`config.mk`:
```
export PLATFORM = sky130hd
export DESIGN_NAME = fifo_drain_ctrl
export DESIGN_NICKNAME = d
export VERILOG_FILES = /design/src/rtl/fifo_drain_ctrl.sv
export SDC_FILE = /design/constraint.sdc
export NUM_CORES = 1
export LEC_CHECK = 0
export BUFFER_PORTS_ARGS = -buffer_cell sky130_fd_sc_hd__clkbuf_2
export CORE_MARGIN = 4
export CORE_UTILIZATION = 57
export CTS_CLUSTER_DIAMETER = 50
export CTS_CLUSTER_SIZE = 40
export DETAILED_ROUTE_END_ITERATION = 12
export GPL_TIMING_DRIVEN = 1
export PLACE_DENSITY = 0.9
export SYNTH_ARGS = -nofsm -noshare
export SYNTH_HDL_FRONTEND = slang
export SYNTH_SLANG_ARGS = --single-unit
```
`constraint.sdc`:
```
create_clock -name clk -period 3.26 [get_ports clk]
set_clock_uncertainty 0.2 [all_clocks]
set_input_delay 0.163 -clock clk [delete_from_list [all_inputs] [get_ports clk]]
set_output_delay 0.163 -clock clk [all_outputs]
set_load 0.005 [all_outputs]
```
`src/rtl/fifo_drain_ctrl.sv`:
```
// ----------------------------------------------------------------------------
// fifo_drain_ctrl
//   Read-side master for fifo_mem. Issues fifo_rd pulses in bursts (started by
//   threshold or flush), captures fifo_data RD_LATENCY cycles later into a
//   small circular output buffer, and presents the buffer head on a
//   valid/ready stream. Reads are only issued when the buffer has room for
//   every word already in flight, so a push never meets a full buffer.
//
// Parameters
//   DATA_WIDTH  word width (matches fifo_mem)
//   BURST_LEN   max reads per burst
//   RD_LATENCY  fifo_rd -> fifo_data latency (1 or 2)
//   OUT_DEPTH   output buffer entries (power of 2, >= RD_LATENCY+1)
//
// Ports
//   clk, rst_n              clock / async active-low reset
//   enable                  allow new bursts to start
//   flush                   start a burst regardless of threshold (level)
//   fifo_empty, fifo_thr    fifo_mem status
//   fifo_data               fifo_mem read data
//   fifo_rd                 fifo_mem read strobe
//   m_data, m_valid, m_ready  output stream
//   busy                    FSM active, reads in flight or buffer non-empty
//   word_cnt                accepted stream beats, wraps at 2^16
//
// Optional build macro SEQ_CHECK_EN adds seq_err / seq_exp: a running
// sequence checker on accepted beats (expects 1,2,3,...; sticky error).
// ----------------------------------------------------------------------------
module fifo_drain_ctrl #(
   parameter int DATA_WIDTH = 16,
   parameter int BURST_LEN  = 4,
   parameter int RD_LATENCY = 1,
   parameter int OUT_DEPTH  = 4
) (
   input  logic                  clk,
   input  logic                  rst_n,
   input  logic                  enable,
   input  logic                  flush,
   input  logic                  fifo_empty,
   input  logic                  fifo_thr,
   input  logic [DATA_WIDTH-1:0] fifo_data,
   output logic                  fifo_rd,
   output logic [DATA_WIDTH-1:0] m_data,
   output logic                  m_valid,
   input  logic                  m_ready,
   output logic                  busy,
   output logic [15:0]           word_cnt
`ifdef SEQ_CHECK_EN
   ,
   output logic                  seq_err,
   output logic [DATA_WIDTH-1:0] seq_exp
`endif
);

   localparam int PW = $clog2(OUT_DEPTH);
   localparam int BW = $clog2(BURST_LEN + 1);
   localparam int CW = PW + 2;   // holds occ + inflight without overflow

   typedef enum logic [1:0] {S_IDLE, S_BURST, S_DRAIN} state_t;

   state_t                r_state;
   logic [BW-1:0]         r_beat_cnt;
   logic [RD_LATENCY-1:0] r_vld_pipe;
   logic [PW:0]           r_wr_ptr;
   logic [PW:0]           r_rd_ptr;
   logic [DATA_WIDTH-1:0] r_mem [OUT_DEPTH];
   logic [15:0]           r_word_cnt;

   logic [PW:0]           w_occ;
   logic [CW-1:0]         w_inflight;
   logic [CW-1:0]         w_credit;
   logic                  w_push;
   logic                  w_pop;
   logic                  w_start;

   // Pointers carry one extra bit so full and empty are distinguishable.
   assign w_occ    = r_wr_ptr - r_rd_ptr;
   assign w_push   = r_vld_pipe[RD_LATENCY-1];
   assign m_valid  = (w_occ != '0);
   assign m_data   = r_mem[r_rd_ptr[PW-1:0]];
   assign w_pop    = m_valid & m_ready;
   assign w_start  = enable & (fifo_thr | flush) & ~fifo_empty;
   assign word_cnt = r_word_cnt;

   always_comb begin
      w_inflight = '0;
      for (int i = 0; i < RD_LATENCY; i++)
         w_inflight = w_inflight + CW'(r_vld_pipe[i]);
   end

   // Reserve a slot for every word still in flight before issuing another.
   assign w_credit = CW'(w_occ) + w_inflight;
   assign fifo_rd  = (r_state == S_BURST) & ~fifo_empty
                   & (r_beat_cnt < BW'(BURST_LEN))
                   & (w_credit < CW'(OUT_DEPTH));

   assign busy = (r_state != S_IDLE) | (w_inflight != '0) | m_valid;

   always_ff @(posedge clk or negedge rst_n) begin
      if (!rst_n) begin
         r_state    <= S_IDLE;
         r_beat_cnt <= '0;
      end else begin
         case (r_state)
            S_IDLE: begin
               if (w_start) begin
                  r_state    <= S_BURST;
                  r_beat_cnt <= '0;
               end
            end
            S_BURST: begin
               if (fifo_rd)
                  r_beat_cnt <= r_beat_cnt + 1'b1;
               // Burst ends on the last beat or as soon as the source runs dry;
               // a credit stall just waits.
               if ((fifo_rd && r_beat_cnt == BW'(BURST_LEN - 1)) || fifo_empty ||
                   r_beat_cnt >= BW'(BURST_LEN))
                  r_state <= S_DRAIN;
            end
            S_DRAIN: begin
               if (w_inflight == '0)
                  r_state <= S_IDLE;
            end
            default: r_state <= S_IDLE;
         endcase
      end
   end

   always_ff @(posedge clk or negedge rst_n) begin
      if (!rst_n) begin
         r_vld_pipe <= '0;
      end else begin
         r_vld_pipe[0] <= fifo_rd;
         for (int i = 1; i < RD_LATENCY; i++)
            r_vld_pipe[i] <= r_vld_pipe[i-1];
      end
   end

   always_ff @(posedge clk or negedge rst_n) begin
      if (!rst_n) begin
         r_wr_ptr   <= '0;
         r_rd_ptr   <= '0;
         r_word_cnt <= '0;
         for (int i = 0; i < OUT_DEPTH; i++)
            r_mem[i] <= '0;
      end else begin
         if (w_push) begin
            r_mem[r_wr_ptr[PW-1:0]] <= fifo_data;
            r_wr_ptr                <= r_wr_ptr + 1'b1;
         end
         if (w_pop) begin
            r_rd_ptr   <= r_rd_ptr + 1'b1;
            r_word_cnt <= r_word_cnt + 16'd1;
         end
      end
   end

`ifdef SEQ_CHECK_EN
   logic                  r_seq_err;
   logic [DATA_WIDTH-1:0] r_seq_exp;

   always_ff @(posedge clk or negedge rst_n) begin
      if (!rst_n) begin
         r_seq_err <= 1'b0;
         r_seq_exp <= DATA_WIDTH'(1);
      end else if (w_pop) begin
         if (m_data != r_seq_exp)
            r_seq_err <= 1'b1;
         // Resync on whatever arrived so one gap reports once.
         r_seq_exp <= m_data + 1'b1;
      end
   end

   assign seq_err = r_seq_err;
   assign seq_exp = r_seq_exp;
`endif

endmodule

```
==> impl_metrics.py <==
metrics = {
    "run_status": {
        "outcome": "complete, no violations",
    },
    "cells_and_area": {
        "final_area_um2": 4880,
        "finalNetCount": 393,
        "drive_above_1_share_pct": 43.5,
        "fin_util_pct": 70.3,
        "layout_commonest_cell": "dfrtp_1",
        "final_cell_mix": "92 x dfrtp_1, 64 x mux2_2, 56 x clkbuf_2",
        "n_antenna_cell": 0,
        "syn_to_final_growth_pct": 17.7,
    },
    "cts": {
        "clock-sinks": 92,
        "cts_resized": 0,
        "cts_buffers": 9,
        "cts_tree": "yes",
        "clock_latency_ps": 340,
        "path_clk_slew_ps": 80,
        "htreeDepth": 3,
        "clock_path_buffers": 2,
        "cts-root-buf": "clkbuf_8",
    },
    "logic_synthesis": {
        "synthAdderAreaFrac_pct": 3.20,
        "yosys.area.top_type_share_pct": 55.5,
        "synth_top_family_by_area": "multiplexers",
        "muxShareOfSynthArea_pct": 27.1,
        "synthSimpleGateAreaFrac_pct": 6.55,
        "syn-num-nets": 313,
        "avgSynthCellArea_um2": 14.8,
        "synth-xor-area-share_pct": 4.56,
        "yosysWarnings": 0,
        "syn_inst": 280,
        "ys_seq_area_share_pct": 55.5,
        "synth_area_leaders": "dfrtp_1 56%, mux2_2 17%, mux4_2 8.7%, xor2_1 3.4%, ha_1 2.7%",
        "ys_seq_elements": 92,
        "syn_area_um2": 4150,
        "yosys.area.top_type": "dfrtp_1",
        "synth_compound_area_share_pct": 1.06,
        "synth_cell_type_count": 34,
    },
    "worst_setup_path": {
        "critPathMaxStageDelay_ps": 440,
        "cp_cell_sequence": "inv_1 -> ha_1 -> fa_1 -> xnor3_1 -> nand3_1 -> or4_1 -> clkbuf_2",
        "r2r_slack_ps": 550,
        "crit_path_end_kind": "primary output",
        "path_delay_family": "adder cells",
        "critical_path.max_fanout": 4,
        "critical_path_required_ps": 2900,
        "endpoint": "busy",
        "r2r-start": "r_wr_ptr[0]",
        "path_buf_inv": 2,
        "cp-startpoint": "r_wr_ptr[0]",
        "startpoint_type": "flip-flop",
        "path_depth": 7,
        "critical_path_class": "reg -> out",
        "worstReg2RegEnd": "word_cnt[14]",
        "rr_worst_depth": 7,
        "worstPathArrival_ps": 2450,
        "cp_slowest_cell": "or4_1",
    },
    "global_routing": {
        "grt_pass1_vias": 2852,
        "grt.overflow.total": 0,
        "grt_pass1_wl_um": 13500,
        "grt_max_degree": 69,
        "antenna_found_initial": 0,
        "grt_usage_pct": 20.2,
    },
    "detailed_routing": {
        "drtIter0Drc": 33,
        "drt_pass1_iterations": 4,
        "final_antenna_net_count": 0,
        "wl_um": 7880,
        "via_per_inst": 5.52,
        "drc": 0,
        "num_vias": 2534,
        "wl_per_cell_um": 17.2,
    },
    "place": {
        "hpwl_um": 5320,
        "placed_area_um2": 4520,
        "gp_congestion": 0.804,
        "dp_slack_ps": 533,
        "port_buffers": 57,
    },
    "pwr": {
        "p_clk_share_pct": 14.5,
        "switching_share_pct": 32.6,
        "comb_power_share_pct": 40.2,
        "peakVddDrop_uv": 624,
        "power.switching_uw": 1460,
        "pwr-share-seq_pct": 45.3,
        "leakage_uw": 0.00220,
        "power_density_nw_per_um2": 915,
        "intPower_uw": 3010,
    },
    "timing": {
        "rsz0062_at_grt": "no",
        "finalSetupViolCount": 0,
        "final-max-slew-violation-count": 0,
        "finalCriticalPeriod_ps": 2820,
        "worst_slack_ps": 443,
        "fmax_mhz": 355,
        "relSlewSlack_pct": 44.0,
        "post-route-period-util_pct": 86.4,
        "worst_slew_pin_slew_ps": 838,
        "hold_viol_final": 0,
        "final.setup.tns_ps": 0,
    },
    "run": {
        "maxCapViolCount": 0,
    },
    "min_path": {
        "hold_depth": 4,
        "worst_hold_path_type": "in -> reg",
    },
    "floorplan": {
        "core_um2": 6940,
        "rows": 30,
        "ioPinCount": 58,
        "initial_utilization_pct": 59.7,
        "die_width_um": 93.3,
        "dieArea_um2": 8710,
        "fp.dieH_um": 93.3,
    },
}
synthesized netlist by cell type:
library cell  instances
nor4b_1               1
nor2_1                4
or4_1                 1
nand4_1               3
xnor3_1               1
fa_1                  1
nand2_1              13
clkbuf_1              6
and3_1                4
a21o_1                1
dfrtp_1              92
ha_1                  9
inv_1                 6
nor4_1                3
or2_2                 1
a31o_1                1
nand2b_1              2
mux2_1                2
buf_1                 2
a21boi_0              1
xor2_1               16
mux4_2               16
buf_2                 2
and2_1                1
buf_6                 2
o21ai_0               4
or3_1                 1
nor3_1                3
mux2i_1               2
mux2_2               64
nor3_2                3
xnor2_1               3
nand3_1               8
nor4_2                1
cell families after synthesis:
group	Yosys count
AND/OR/NAND/NOR	49
AO/OA/AOI/OAI	7
multiplexers	84
buffers and inverters	18
adder cells (fa/ha/maj)	10
flip-flops	92
XOR/XNOR	20
worst register-to-register path: stages (launching register included):
cell	delay [ps]
dfrtp_1	420
inv_1	100
ha_1	220
fa_1	380
xnor3_1	230
a31o_1	470
nor4_1	440
xor2_1	170
per-stage QoR:
step	total power [uW]	cells	hold WS [ps]
after global placement	3700	425	99.6
after floorplan	3220	280	-333
final	4470	459	18.2
after CTS	4520	459	2.84
after global routing	4800	459	33.6
after detailed placement	3850	425	120
cell type report:
cell class	count	area [um2]
flip-flops and latches	92	2300
fillers	470	2060
multi-input cells	170	1760
repair buffers	81	518
clock buffers	12	145
well taps	96	120
inverters	6	22.5
clock inverters	2	12.5
registers in the layout, indices dropped and copies added (netlist names):
name,count
r_mem,64
word_cnt,16
r_beat_cnt,3
r_rd_ptr,3
r_state,2
r_wr_ptr,3
r_vld_pipe,1
power groups by stage:
stage / Combinational (uW) / Sequential, uW / Clock, uW
after floorplan: 1300 / 1920 / 0
after global placement: 1710 / 1980 / 0
after detailed placement: 1810 / 2040 / 0
after CTS: 1830 / 2020 / 668
after global routing: 2000 / 2090 / 711
final: 1790 / 2020 / 649
worst min-delay path by stage:
stage,slack (ps),endpoint,start
3_3_place_gp,100,r_mem[49],rst_n
2_1_floorplan,-330,r_beat_cnt[0],rst_n
5_1_grt,30,r_state[0],fifo_empty
6_report,20,r_state[0],fifo_empty
4_1_cts,3,r_state[0],fifo_empty
3_5_place_dp,120,r_mem[33],rst_n
routing by layer:
layer,part of all wire [%],up-vias,GRT usage (%),routed length (um)
met5,0,-,0,0
met4,1.1,0,5.86,87
met3,4.0,11,4.51,314
met2,52,57,35.8,4140
met1,42,1299,24.7,3350
li1,-,1167,-,-
timing repair:
action,4_1_cts,5_1_grt
hold endpoints to repair,133,0
hold buffers,20,0
buffers inserted,0,0
Note: power is estimated with default switching activity, not from simulation.
